[config.mk]
export PLATFORM = sky130hd
export DESIGN_NAME = twiddle_gen_flat
export DESIGN_NICKNAME = d
export VERILOG_FILES = /design/src/rtl/twiddle_pkg.sv /design/src/rtl/twiddle_gen_if.sv /design/src/rtl/twiddle_quarter_rom.sv /design/src/rtl/twiddle_gen.sv /design/src/flat_wrapper.sv
export SDC_FILE = /design/constraint.sdc
export NUM_CORES = 1
export LEC_CHECK = 0
export BUFFER_PORTS_ARGS = -buffer_cell sky130_fd_sc_hd__buf_2
export CAP_MARGIN = 25
export CORE_MARGIN = 10
export CORE_UTILIZATION = 51
export DETAILED_ROUTE_END_ITERATION = 16
export PLACE_DENSITY_LB_ADDON = 0.08
export SETUP_SLACK_MARGIN = 0.1
export SLEW_MARGIN = 20
export SYNTH_ARGS = -nofsm -noshare
export SYNTH_HDL_FRONTEND = slang
export SYNTH_SLANG_ARGS = --single-unit
[constraint.sdc]
create_clock -name clk -period 2.65 [get_ports clk]
set_clock_uncertainty 0.15 [all_clocks]
set_input_delay 0.1325 -clock clk [delete_from_list [all_inputs] [get_ports clk]]
set_output_delay 0.1325 -clock clk [all_outputs]
set_load 0.02 [all_outputs]
[src/rtl/twiddle_pkg.sv]
// twiddle_pkg: shared types and elaboration-time helpers for the twiddle-factor source.
//   quad_e      - quadrant of index k (top two bits of k)
//   seq_state_e - strided sequencer states
//   ONE         - full-scale value at the default 16-bit width; scale_one() for any width
//   cos_q()     - rounded quarter-wave table entry, evaluated at elaboration only
package twiddle_pkg;

  typedef enum logic [1:0] {
    QUAD_0 = 2'd0,
    QUAD_1 = 2'd1,
    QUAD_2 = 2'd2,
    QUAD_3 = 2'd3
  } quad_e;

  typedef enum logic {
    SEQ_IDLE = 1'b0,
    SEQ_RUN  = 1'b1
  } seq_state_e;

  localparam int  DEF_DATA_W = 16;
  localparam int  ONE        = (1 << (DEF_DATA_W - 1)) - 1;
  localparam real PI         = 3.14159265358979323846;

  // +1.0 maps to the largest positive code, so -1.0 is its negation and the
  // most negative code never appears.
  function automatic int scale_one(input int w);
    return (1 << (w - 1)) - 1;
  endfunction

  // round-half-away-from-zero of cos(2*pi*m/n) * scale_one(w)
  function automatic int cos_q(input int m, input int n, input int w);
    real x;
    x = $cos(2.0 * PI * $itor(m) / $itor(n)) * $itor(scale_one(w));
    if (x >= 0.0) return $rtoi(x + 0.5);
    else          return -$rtoi(0.5 - x);
  endfunction

endpackage

[src/rtl/twiddle_gen_if.sv]
// twiddle_gen_if: request/response bundle of the twiddle source.
//   host request : in_valid, in_ready, in_k, in_inv
//   sequencer    : seq_start, seq_base, seq_stride, seq_len, seq_inv, seq_busy
//   result       : out_valid, out_ready, out_re, out_im
//   slave modport = the generator, master modport = the user of the generator.
interface twiddle_gen_if #(
  parameter int N_POINTS = 16,
  parameter int DATA_W   = 16
);
  localparam int LOG2N = $clog2(N_POINTS);

  logic                     in_valid;
  logic                     in_ready;
  logic [LOG2N-1:0]         in_k;
  logic                     in_inv;
  logic                     seq_start;
  logic [LOG2N-1:0]         seq_base;
  logic [LOG2N-1:0]         seq_stride;
  logic [LOG2N:0]           seq_len;
  logic                     seq_inv;
  logic                     seq_busy;
  logic                     out_valid;
  logic                     out_ready;
  logic signed [DATA_W-1:0] out_re;
  logic signed [DATA_W-1:0] out_im;

  modport slave (
    input  in_valid, in_k, in_inv,
    input  seq_start, seq_base, seq_stride, seq_len, seq_inv,
    input  out_ready,
    output in_ready, seq_busy, out_valid, out_re, out_im
  );

  modport master (
    output in_valid, in_k, in_inv,
    output seq_start, seq_base, seq_stride, seq_len, seq_inv,
    output out_ready,
    input  in_ready, seq_busy, out_valid, out_re, out_im
  );

endinterface

[src/rtl/twiddle_quarter_rom.sv]
// twiddle_quarter_rom: quarter-wave cosine table C[0..N/4] with two registered
// read ports, so the cosine and its complementary sine come out in the same cycle.
//   clk, rst       - clock, async active-high reset (clears the read registers)
//   en             - load both read registers
//   addr_a, addr_b - table indices (0..N/4)
//   c_a, c_b       - registered C[addr_a], C[addr_b]
module twiddle_quarter_rom
  import twiddle_pkg::*;
#(
  parameter int N_POINTS = 16,
  parameter int DATA_W   = 16,
  localparam int AW      = $clog2(N_POINTS) - 1
) (
  input  logic                     clk,
  input  logic                     rst,
  input  logic                     en,
  input  logic [AW-1:0]            addr_a,
  input  logic [AW-1:0]            addr_b,
  output logic signed [DATA_W-1:0] c_a,
  output logic signed [DATA_W-1:0] c_b
);

  localparam int DEPTH = 1 << AW;

  // sized to the full address space so every address decodes; entries past
  // N/4 are never addressed and read as zero
  logic signed [DATA_W-1:0] rom_tab [DEPTH];

  for (genvar m = 0; m < DEPTH; m++) begin : g_tab
    if (m <= N_POINTS / 4) begin : g_used
      assign rom_tab[m] = DATA_W'(cos_q(m, N_POINTS, DATA_W));
    end else begin : g_pad
      assign rom_tab[m] = '0;
    end
  end

  always_ff @(posedge clk or posedge rst) begin
    if (rst) begin
      c_a <= '0;
      c_b <= '0;
    end else if (en) begin
      c_a <= rom_tab[addr_a];
      c_b <= rom_tab[addr_b];
    end
  end

endmodule

[src/rtl/twiddle_gen.sv]
// twiddle_gen: W_N^k = cos(2*pi*k/N) - j*sin(2*pi*k/N), real and imaginary in
// one beat, optionally conjugated. Two-stage valid/ready pipeline:
//   S1 = quarter-wave ROM read of C[r] and C[N/4-r] plus quadrant/inv
//   S2 = folded, signed result register
// A strided sequencer can own the pipeline input and issue base, base+stride, ...
//   clk, rst - clock, async active-high reset
//   bus      - twiddle_gen_if slave (host request, sequencer control, result)
module twiddle_gen
  import twiddle_pkg::*;
#(
  parameter int N_POINTS = 16,
  parameter int DATA_W   = 16
) (
  input  logic         clk,
  input  logic         rst,
  twiddle_gen_if.slave bus
);

  localparam int LOG2N  = $clog2(N_POINTS);
  localparam int AW     = LOG2N - 1;
  localparam int STAGES = 2;
  localparam logic [AW-1:0]  QUART   = AW'(N_POINTS / 4);
  localparam logic [LOG2N:0] CNT_ONE = (LOG2N + 1)'(1);

  // sequencer
  seq_state_e       state, state_nxt;
  logic [LOG2N-1:0] idx, idx_nxt, stride;
  logic [LOG2N:0]   cnt, cnt_nxt;
  logic             seq_inv_l;
  logic             launch;

  // pipeline input after the request mux
  logic             issue_vld;
  logic [LOG2N-1:0] issue_k;
  logic             issue_inv;

  logic [STAGES:1]  vld_pipe;
  logic             s1_adv, s2_adv;

  quad_e                    s1_q;
  logic                     s1_inv;
  logic signed [DATA_W-1:0] s1_c, s1_s;
  logic signed [DATA_W-1:0] re_f, im_f;
  logic signed [DATA_W-1:0] s2_re, s2_im;

  logic [AW-1:0]            rom_a, rom_b;

  // each stage moves when it is empty or the stage after it moves
  assign s2_adv = !vld_pipe[2] || bus.out_ready;
  assign s1_adv = !vld_pipe[1] || s2_adv;

  assign bus.in_ready  = s1_adv && (state == SEQ_IDLE);
  assign bus.seq_busy  = (state == SEQ_RUN);
  assign bus.out_valid = vld_pipe[2];
  assign bus.out_re    = s2_re;
  assign bus.out_im    = s2_im;

  assign launch = (state == SEQ_IDLE) && bus.seq_start && (bus.seq_len != '0);

  // request mux + sequencer next state; in IDLE the host owns the input, so a
  // host beat in the same cycle as seq_start is accepted before RUN begins
  always_comb begin
    state_nxt = state;
    idx_nxt   = idx;
    cnt_nxt   = cnt;
    issue_vld = bus.in_valid;
    issue_k   = bus.in_k;
    issue_inv = bus.in_inv;
    case (state)
      SEQ_IDLE: begin
        if (launch) begin
          state_nxt = SEQ_RUN;
          idx_nxt   = bus.seq_base;
          cnt_nxt   = bus.seq_len;
        end
      end
      SEQ_RUN: begin
        issue_vld = 1'b1;
        issue_k   = idx;
        issue_inv = seq_inv_l;
        if (s1_adv) begin
          idx_nxt = idx + stride;          // wraps mod N by width
          cnt_nxt = cnt - CNT_ONE;
          if (cnt == CNT_ONE) state_nxt = SEQ_IDLE;
        end
      end
      default: state_nxt = SEQ_IDLE;
    endcase
  end

  always_ff @(posedge clk or posedge rst) begin
    if (rst) begin
      state     <= SEQ_IDLE;
      idx       <= '0;
      cnt       <= '0;
      stride    <= '0;
      seq_inv_l <= 1'b0;
    end else begin
      state <= state_nxt;
      idx   <= idx_nxt;
      cnt   <= cnt_nxt;
      if (launch) begin
        stride    <= bus.seq_stride;
        seq_inv_l <= bus.seq_inv;
      end
    end
  end

  // r = low bits of k; sine of the in-quadrant angle is C[N/4 - r]
  assign rom_a = {1'b0, issue_k[LOG2N-3:0]};
  assign rom_b = QUART - rom_a;

  twiddle_quarter_rom #(
    .N_POINTS (N_POINTS),
    .DATA_W   (DATA_W)
  ) u_rom (
    .clk    (clk),
    .rst    (rst),
    .en     (s1_adv),
    .addr_a (rom_a),
    .addr_b (rom_b),
    .c_a    (s1_c),
    .c_b    (s1_s)
  );

  // quadrant fold; negation cannot overflow since the table never holds the
  // most negative code
  always_comb begin
    re_f = s1_c;
    im_f = -s1_s;
    case (s1_q)
      QUAD_0: begin re_f =  s1_c; im_f = -s1_s; end
      QUAD_1: begin re_f = -s1_s; im_f = -s1_c; end
      QUAD_2: begin re_f = -s1_c; im_f =  s1_s; end
      QUAD_3: begin re_f =  s1_s; im_f =  s1_c; end
      default: ;
    endcase
    if (s1_inv) im_f = -im_f;
  end

  always_ff @(posedge clk or posedge rst) begin
    if (rst) begin
      vld_pipe <= '0;
      s1_q     <= QUAD_0;
      s1_inv   <= 1'b0;
      s2_re    <= '0;
      s2_im    <= '0;
    end else begin
      if (s1_adv) begin
        vld_pipe[1] <= issue_vld;
        s1_q        <= quad_e'(issue_k[LOG2N-1 -: 2]);
        s1_inv      <= issue_inv;
      end
      if (s2_adv) begin
        vld_pipe[2] <= vld_pipe[1];
        if (vld_pipe[1]) begin
          s2_re <= re_f;
          s2_im <= im_f;
        end
      end
    end
  end

endmodule
[src/flat_wrapper.sv]
// flat-port wrapper written by rule: the top's interface ports become plain ports
module twiddle_gen_flat import twiddle_pkg::*;
#(
  parameter int N_POINTS = 16,
  parameter int DATA_W   = 16
)
  (clk, rst, bus_in_valid, bus_in_k, bus_in_inv, bus_seq_start, bus_seq_base, bus_seq_stride, bus_seq_len, bus_seq_inv, bus_out_ready, bus_in_ready, bus_seq_busy, bus_out_valid, bus_out_re, bus_out_im);
  twiddle_gen_if #(.N_POINTS(N_POINTS), .DATA_W(DATA_W)) bus_i ();
  input  logic clk;
  input  logic rst;
  input wire logic [$bits(bus_i.in_valid)-1:0] bus_in_valid;
  input wire logic [$bits(bus_i.in_k)-1:0] bus_in_k;
  input wire logic [$bits(bus_i.in_inv)-1:0] bus_in_inv;
  input wire logic [$bits(bus_i.seq_start)-1:0] bus_seq_start;
  input wire logic [$bits(bus_i.seq_base)-1:0] bus_seq_base;
  input wire logic [$bits(bus_i.seq_stride)-1:0] bus_seq_stride;
  input wire logic [$bits(bus_i.seq_len)-1:0] bus_seq_len;
  input wire logic [$bits(bus_i.seq_inv)-1:0] bus_seq_inv;
  input wire logic [$bits(bus_i.out_ready)-1:0] bus_out_ready;
  output wire logic [$bits(bus_i.in_ready)-1:0] bus_in_ready;
  output wire logic [$bits(bus_i.seq_busy)-1:0] bus_seq_busy;
  output wire logic [$bits(bus_i.out_valid)-1:0] bus_out_valid;
  output wire logic [$bits(bus_i.out_re)-1:0] bus_out_re;
  output wire logic [$bits(bus_i.out_im)-1:0] bus_out_im;
  assign bus_i.in_valid = bus_in_valid;
  assign bus_i.in_k = bus_in_k;
  assign bus_i.in_inv = bus_in_inv;
  assign bus_i.seq_start = bus_seq_start;
  assign bus_i.seq_base = bus_seq_base;
  assign bus_i.seq_stride = bus_seq_stride;
  assign bus_i.seq_len = bus_seq_len;
  assign bus_i.seq_inv = bus_seq_inv;
  assign bus_i.out_ready = bus_out_ready;
  assign bus_in_ready = bus_i.in_ready;
  assign bus_seq_busy = bus_i.seq_busy;
  assign bus_out_valid = bus_i.out_valid;
  assign bus_out_re = bus_i.out_re;
  assign bus_out_im = bus_i.out_im;
  twiddle_gen #(.N_POINTS(N_POINTS), .DATA_W(DATA_W)) u_core (.clk(clk), .rst(rst), .bus(bus_i));
endmodule
==> impl_metrics.yaml, run 1 <==
synth:
  synth_top_area_share_pct: 37.4
  yosysMostFrequentCell: "nand2_1"
  synth_top_cell_by_area: "dfrtp_1"
  synth-edff-count: 0
  ys.flop_type: "dfrtp_1"
  ys_types: 62
  ys.warnings.count: 0
  synthCells: 544
  syn_area_per_cell_um2: 8.36
  synth_area_leaders: "dfrtp_1 (37%), nand2_1 (7.7%), o21ai_0 (5.7%)"
  synth_seq_cells: 68
  yosysSeqAreaShare_pct: 37.4
  syn_area_mm2: 0.00455
  synth-async-reset-ratio_pct: 100
  synthTopCellsByCount: "nand2_1 (93), dfrtp_1 (68), o21ai_0 (52)"
  synth_nets: 585
clock_tree:
  numCtsBuffers: 9
  clkLatencyLatePin_ns: 0.36
  cts_buffer_depth: 2
  cts_tree: "yes"
  clock_sinks: 68
  cts_root_buf: "clkbuf_8"
  h-tree-depth: 3
  path_clk_slew_ns: 0.09
final_layout:
  drive_above_1_share_pct: 27.9
  multi_input_area_mm2: 0.00275
  fill_cells: 716
  final_util_pct: 67.0
  fin_nets: 688
  diodes: 0
  regArea_mm2: 0.00170
  stdcell_count: 760
  area_delta_synth_final_pct: 28.5
hold_path:
  hp-class: "input port to flip-flop"
floorplanning:
  start_util_pct: 52.1
  die_height_um: 114
  dieArea_mm2: 0.0131
  die_x_um: 114
  io_pins: 59
  rows: 34
  core_area_mm2: 0.00872
timing:
  fin_crit_sh_pct: 98.2
  slew-limit-headroom_pct: 62.5
  fmax_mhz: 384
  worst_slack_ns: 0.0478
  timing_hold_violations_final: 0
  period_needed_ns: 2.60
  rsz0062_at_grt: "yes"
  worstMarginPinSlew_ns: 0.561
  whs_ns: 0.00525
  slew_viol_final: 0
  setup_tns_ns: 0
  setup_viol: 0
route:
  post_drt_wl_per_cell_um: 16.4
  ant_nets: 0
  drt_iter0_markers: 262
  firstDrtPassIters: 5
  vias: 4204
  drcViolationCount: 0
  wl_um: 12500
  via_per_inst: 5.53
critical_path:
  cp_max_fo: 4
  cp_data_arrival_time_ns: 2.70
  crit_type: "flip-flop to flip-flop"
  cp.required_ns: 2.74
  cp-end-kind: "flip-flop"
  critPathLaunchType: "flip-flop"
grt:
  overflow: 0
  grt_max_degree: 53
  grt_pass1_vias: 4148
  grt_pass1_wl_um: 20600
  antenna_found_initial: 0
  grt_usage_pct: 19.4
pwr:
  vdd_drop_max_uv: 639
  p_leak_uw: 0.00268
  power.density_mw_per_mm2: 1430
run:
  cap_violations: 0
placement:
  dp.cells: 715
  portBuffers: 58
  routabilityCongestion: 0.944
  dp_slack_ns: 0.00568
  hpwl_um: 9210
run_status:
  outcome: "finished clean"
cell families after synthesis:
kind of cell / synth area share [%]
AND/OR/NAND/NOR: 21.4
AO/OA/AOI/OAI: 19.0
flip-flops: 37.4
buffers and inverters: 5.97
multiplexers: 7.90
XOR/XNOR: 3.47
adder cells (fa/ha/maj): 4.84
stage by stage:
step | area [µm²] | total power, µW
6_report | 5840 | 8350
3_3_place_gp | 5210 | 6840
5_1_grt | 5840 | 9060
2_1_floorplan | 4610 | 5370
4_1_cts | 5710 | 8150
3_5_place_dp | 5210 | 6940
routing by layer:
layer / vias to the layer above / GRT usage [%] / share of wire (%)
met2: 124 / 32.6 / 48
met1: 1949 / 23.8 / 43
met4: 0 / 8.19 / 2.8
li1: 2105 / - / -
met3: 26 / 3.56 / 5.9
met5: - / 0 / 0
sequential cells by signal (all words and copies together), names as in the netlist:
name                 count
u_core.vld_pipe          2
u_core.s1_q              2
u_core.u_rom.c_b         8
u_core.seq_inv_l         1
u_core.bus.out_im       16
u_core.cnt               5
u_core.bus.out_re       16
u_core.u_rom.c_a         8
u_core.idx               4
u_core.s1_inv            1
u_core.bus.seq_busy      1
u_core.stride            4
repair_timing:
action / in CTS / in global routing
endpoints found under the setup margin: 7 / 10
hold buffers: 19 / 0
cloned: 0 / 0
pin swaps: 5 / 10
setup buffers: 3 / 7
resized for setup: 11 / 17
hold endpoints to repair: 85 / 0
placed cells by master (no fill, tap or decap), types with 4 or more instances in the layout:
master and count:
buf_4 53, o211ai_1 4, mux2i_1 17, o31ai_1 6
nand3_1 8, nand2_1 93, dfrtp_1 66, nand2b_1 9
o21ai_0 51, nor3_1 6, nor2b_1 6, nor3_2 4
ha_1 12, o21ai_1 6, a21oi_1 37, ha_4 4
xor2_1 4, o21a_1 4, dlygate4sd3_1 19, or3_1 7
inv_2 5, xnor2_1 14, nor2_1 38, nand4_1 4
buf_2 58, mux2_2 10, inv_1 15, clkbuf_8 9
a21boi_0 5
final timing paths:
| kind | startpoint | end | cells past startpoint | slack (ns) |
|---|---|---|---|---|
| setup reg to reg | u_core.u_rom.c_a[7]$_DFFE_PP0N_ | u_core.bus.out_im[8]$_DFFE_PP0P_ | 11 | 0.05 |
| hold reg to reg | u_core.bus.out_im[3]$_DFFE_PP0P_ | u_core.bus.out_im[3]$_DFFE_PP0P_ | 2 | 0.32 |
| hold / removal | bus_out_ready | u_core.vld_pipe[2]$_DFFE_PP0P_ | 3 | 0.005 |
| max in group asynchronous | rst | u_core.u_rom.c_a[8]$_DFFE_PP0N_ | 4 | 1.68 |
| min in group asynchronous | rst | u_core.bus.out_im[7]$_DFFE_PP0P_ | 4 | 0.24 |
| setup / recovery | u_core.u_rom.c_a[7]$_DFFE_PP0N_ | u_core.bus.out_im[8]$_DFFE_PP0P_ | 11 | 0.05 |
critical path, stage by stage, from the launching register on:
cell	delay, ns
dfrtp_1	0.39
inv_2	0.11
ha_4	0.22
mux4_2	0.50
inv_2	0.10
ha_4	0.14
nand3_4	0.08
nor4_4	0.37
buf_4	0.18
nor2_2	0.03
xnor2_1	0.15
o21ai_1	0.07
cell type report:
cell class                      count  area share [%]
Tap cell                          108            2.31
Sequential cell                    68            29.2
Multi-Input combinational cell    412            47.1
Clock buffer                       10            2.18
Timing Repair Buffer              132            15.7
Clock inverter                      6            1.91
Inverter                           24            1.63
power breakdown:
part / switching [µW] / internal (µW) / total (µW) / leakage, µW
Combinational: 3030 / 2290 / 5320 / 0.00177
Sequential: 437 / 1540 / 1980 / 0.000798
Clock: 427 / 627 / 1050 / 0.000117
(Power assumes the default switching activity.)
==> inputs of run 2 (changes only) <==
--- a/config.mk
+++ b/config.mk
@@ -5,10 +5,12 @@
 export SDC_FILE = /design/constraint.sdc
 export NUM_CORES = 1
 export LEC_CHECK = 0
-export BUFFER_PORTS_ARGS = -buffer_cell sky130_fd_sc_hd__buf_2
+export ABC_CLOCK_PERIOD_IN_PS = 2650
+export BUFFER_PORTS_ARGS = -buffer_cell sky130_fd_sc_hd__buf_4
 export CAP_MARGIN = 25
 export CORE_MARGIN = 10
 export CORE_UTILIZATION = 51
+export CTS_BUF_LIST = sky130_fd_sc_hd__clkbuf_4
 export DETAILED_ROUTE_END_ITERATION = 16
 export PLACE_DENSITY_LB_ADDON = 0.08
 export SETUP_SLACK_MARGIN = 0.1
==> run 2 against run 1 <==
Compared with the run above:
- combinational power rose by 4.5%
- highest routed layer unchanged
- non-clock buffer count up 6
- via count rose by 1.7%
- sequential power about the same
- total power up 0.53%
- sequential share of layout area down 0.70 points
- critical path type unchanged
- flip-flop and latch count stayed put
- global-route usage increased by 0.44 points
- hold slack better by 0.016 ns
- final cell count increased by 0.79%
==> impl_metrics.yaml, run 2 (synthesized netlist as in run 1, its figures left out) <==
route:
  wl_um: 13000
  via_per_inst: 5.58
  vias: 4277
  post_drt_wl_per_cell_um: 17.0
  firstDrtPassIters: 7
  ant_nets: 0
  drcViolationCount: 0
  drt_iter0_markers: 194
timing:
  timing_hold_violations_final: 0
  slew-limit-headroom_pct: 62.4
  period_needed_ns: 2.62
  worstMarginPinSlew_ns: 0.563
  setup_tns_ns: 0
  worst_slack_ns: 0.0303
  fmax_mhz: 382
  setup_viol: 0
  fin_crit_sh_pct: 98.9
  rsz0062_at_grt: "yes"
  slew_viol_final: 0
clock_tree:
  cts_buffer_depth: 2
  clock_sinks: 68
  numCtsBuffers: 9
  cts_root_buf: "clkbuf_4"
  path_clk_slew_ns: 0.13
  clkLatencyLatePin_ns: 0.41
  cts_tree: "yes"
  h-tree-depth: 3
placement:
  portBuffers: 58
  dp_slack_ns: 0.00629
  placed_area_mm2: 0.00537
  hpwl_um: 9570
  routabilityCongestion: 0.955
final_layout:
  final_area_mm2: 0.00598
  final_common_cell: "buf_4"
  layout_common_cells: "buf_4 (112), nand2_1 (93), dfrtp_1 (67), o21ai_0 (50), nor2_1 (38)"
  final_util_pct: 68.6
  diodes: 0
  area_delta_synth_final_pct: 31.6
  fin_nets: 694
  drive_above_1_share_pct: 28.0
grt:
  grt_max_degree: 61
  grt_pass1_wl_um: 21100
  grt_usage_pct: 19.9
  antenna_found_initial: 0
  overflow: 0
  grt_pass1_vias: 4301
floorplanning:
  dieArea_mm2: 0.0131
  rows: 34
  io_pins: 59
  core_area_mm2: 0.00872
  die_height_um: 114
  start_util_pct: 52.1
  die_x_um: 114
run:
  cap_violations: 0
run_status:
  outcome: "finished clean"
critical_path:
  crit_slowest_cell: "mux4_2"
  crit_type: "flip-flop to flip-flop"
  cp.required_ns: 2.80
  slowest_delay_ns: 0.49
  cp_max_fo: 3
  cp_cell_sequence: "clkinv_4 -> ha_1 -> mux4_2 -> inv_2 -> ha_4 -> nand3_4 -> nor4_4 -> buf_4 -> a21oi_2 -> xor2_1 -> o21ai_1"
  cp_data_arrival_time_ns: 2.77
  critPathLaunchType: "flip-flop"
  cp-end-kind: "flip-flop"
pwr:
  power.density_mw_per_mm2: 1400
  finalPower_uw: 8390
  vdd_drop_max_uv: 577
  p_leak_uw: 0.00274
hold_path:
  hp-class: "input port to flip-flop"
run 2: changes by cell type in the layout (fill, tap and decap cells not counted), moves of 2 or more:
cell / previous run / this run
buf_2: 58 / 0
buf_4: 53 / 112
buf_6: 0 / 2
clkbuf_4: 0 / 9
clkbuf_8: 9 / 0
clkinv_1: 3 / 5
dlygate4sd3_1: 19 / 22
run 2: repair_timing:
| item | 4_1_cts | 5_1_grt |
|---|---|---|
| hold endpoints to repair | 46 | 0 |
| endpoints found under the setup margin | 5 | 12 |
| hold buffers | 22 | 0 |
| cloned | 0 | 0 |
| buffers inserted | 4 | 6 |
| pin swaps | 7 | 15 |
| resized for setup | 3 | 31 |
run 2: layout make-up:
| type | instances | area, µm² |
|---|---|---|
| Multi-Input combinational cell | 412 | 2740 |
| Sequential cell | 68 | 1700 |
| Clock inverter | 7 | 114 |
| Clock buffer | 9 | 67.6 |
| Timing Repair Buffer | 138 | 1120 |
| Inverter | 24 | 95.1 |
| Fill cell | 724 | 2740 |
| Tap cell | 108 | 135 |
run 2: routing by layer:
| metal | track usage, % | part of all wire (%) |
|---|---|---|
| met1 | 24.2 | 42 |
| met3 | 3.77 | 6.1 |
| met5 | 0 | 0 |
| met2 | 33.4 | 49 |
| met4 | 8.60 | 3.0 |
run 2: metrics by stage:
step,hold slack [ns],cells
floorplan,0.0914,544
global placement,0.0695,718
detailed placement,0.0691,718
CTS,0.00842,760
global route,0.0443,766
finish,0.0211,766
run 2: worst max-delay path: cells and delay by family, from the launching register on:
| kind | cells | cell delay [ns] |
|---|---|---|
| fa+ha+maj | 2 | 0.44 |
| buf+inv | 3 | 0.37 |
| mux | 1 | 0.49 |
| compound gates | 2 | 0.12 |
| simple gates | 2 | 0.36 |
| xor+xnor | 1 | 0.15 |
| flops | 1 | 0.42 |
run 2: worst paths after layout:
path	start	end	depth (start not counted)	slack (ns)
min in group asynchronous	rst	u_core.bus.out_im[7]$_DFFE_PP0P_	3	0.16
worst min-delay path	bus_in_k[0]	u_core.u_rom.c_a[11]$_DFFE_PP0N_	4	0.02
worst max-delay path	u_core.u_rom.c_a[13]$_DFFE_PP0N_	u_core.bus.out_im[10]$_DFFE_PP0P_	11	0.03
worst min register to register	u_core.bus.out_re[5]$_DFFE_PP0P_	u_core.bus.out_re[5]$_DFFE_PP0P_	2	0.34
worst max register to register	u_core.u_rom.c_a[13]$_DFFE_PP0N_	u_core.bus.out_im[10]$_DFFE_PP0P_	11	0.03
max in group asynchronous	rst	u_core.s1_q[0]$_DFFE_PP0N_	4	1.44
run 2: where the power goes:
group	internal, µW	switching, µW	total, µW
clock network	475	393	867
registers	1540	430	1970
logic	2440	3120	5560
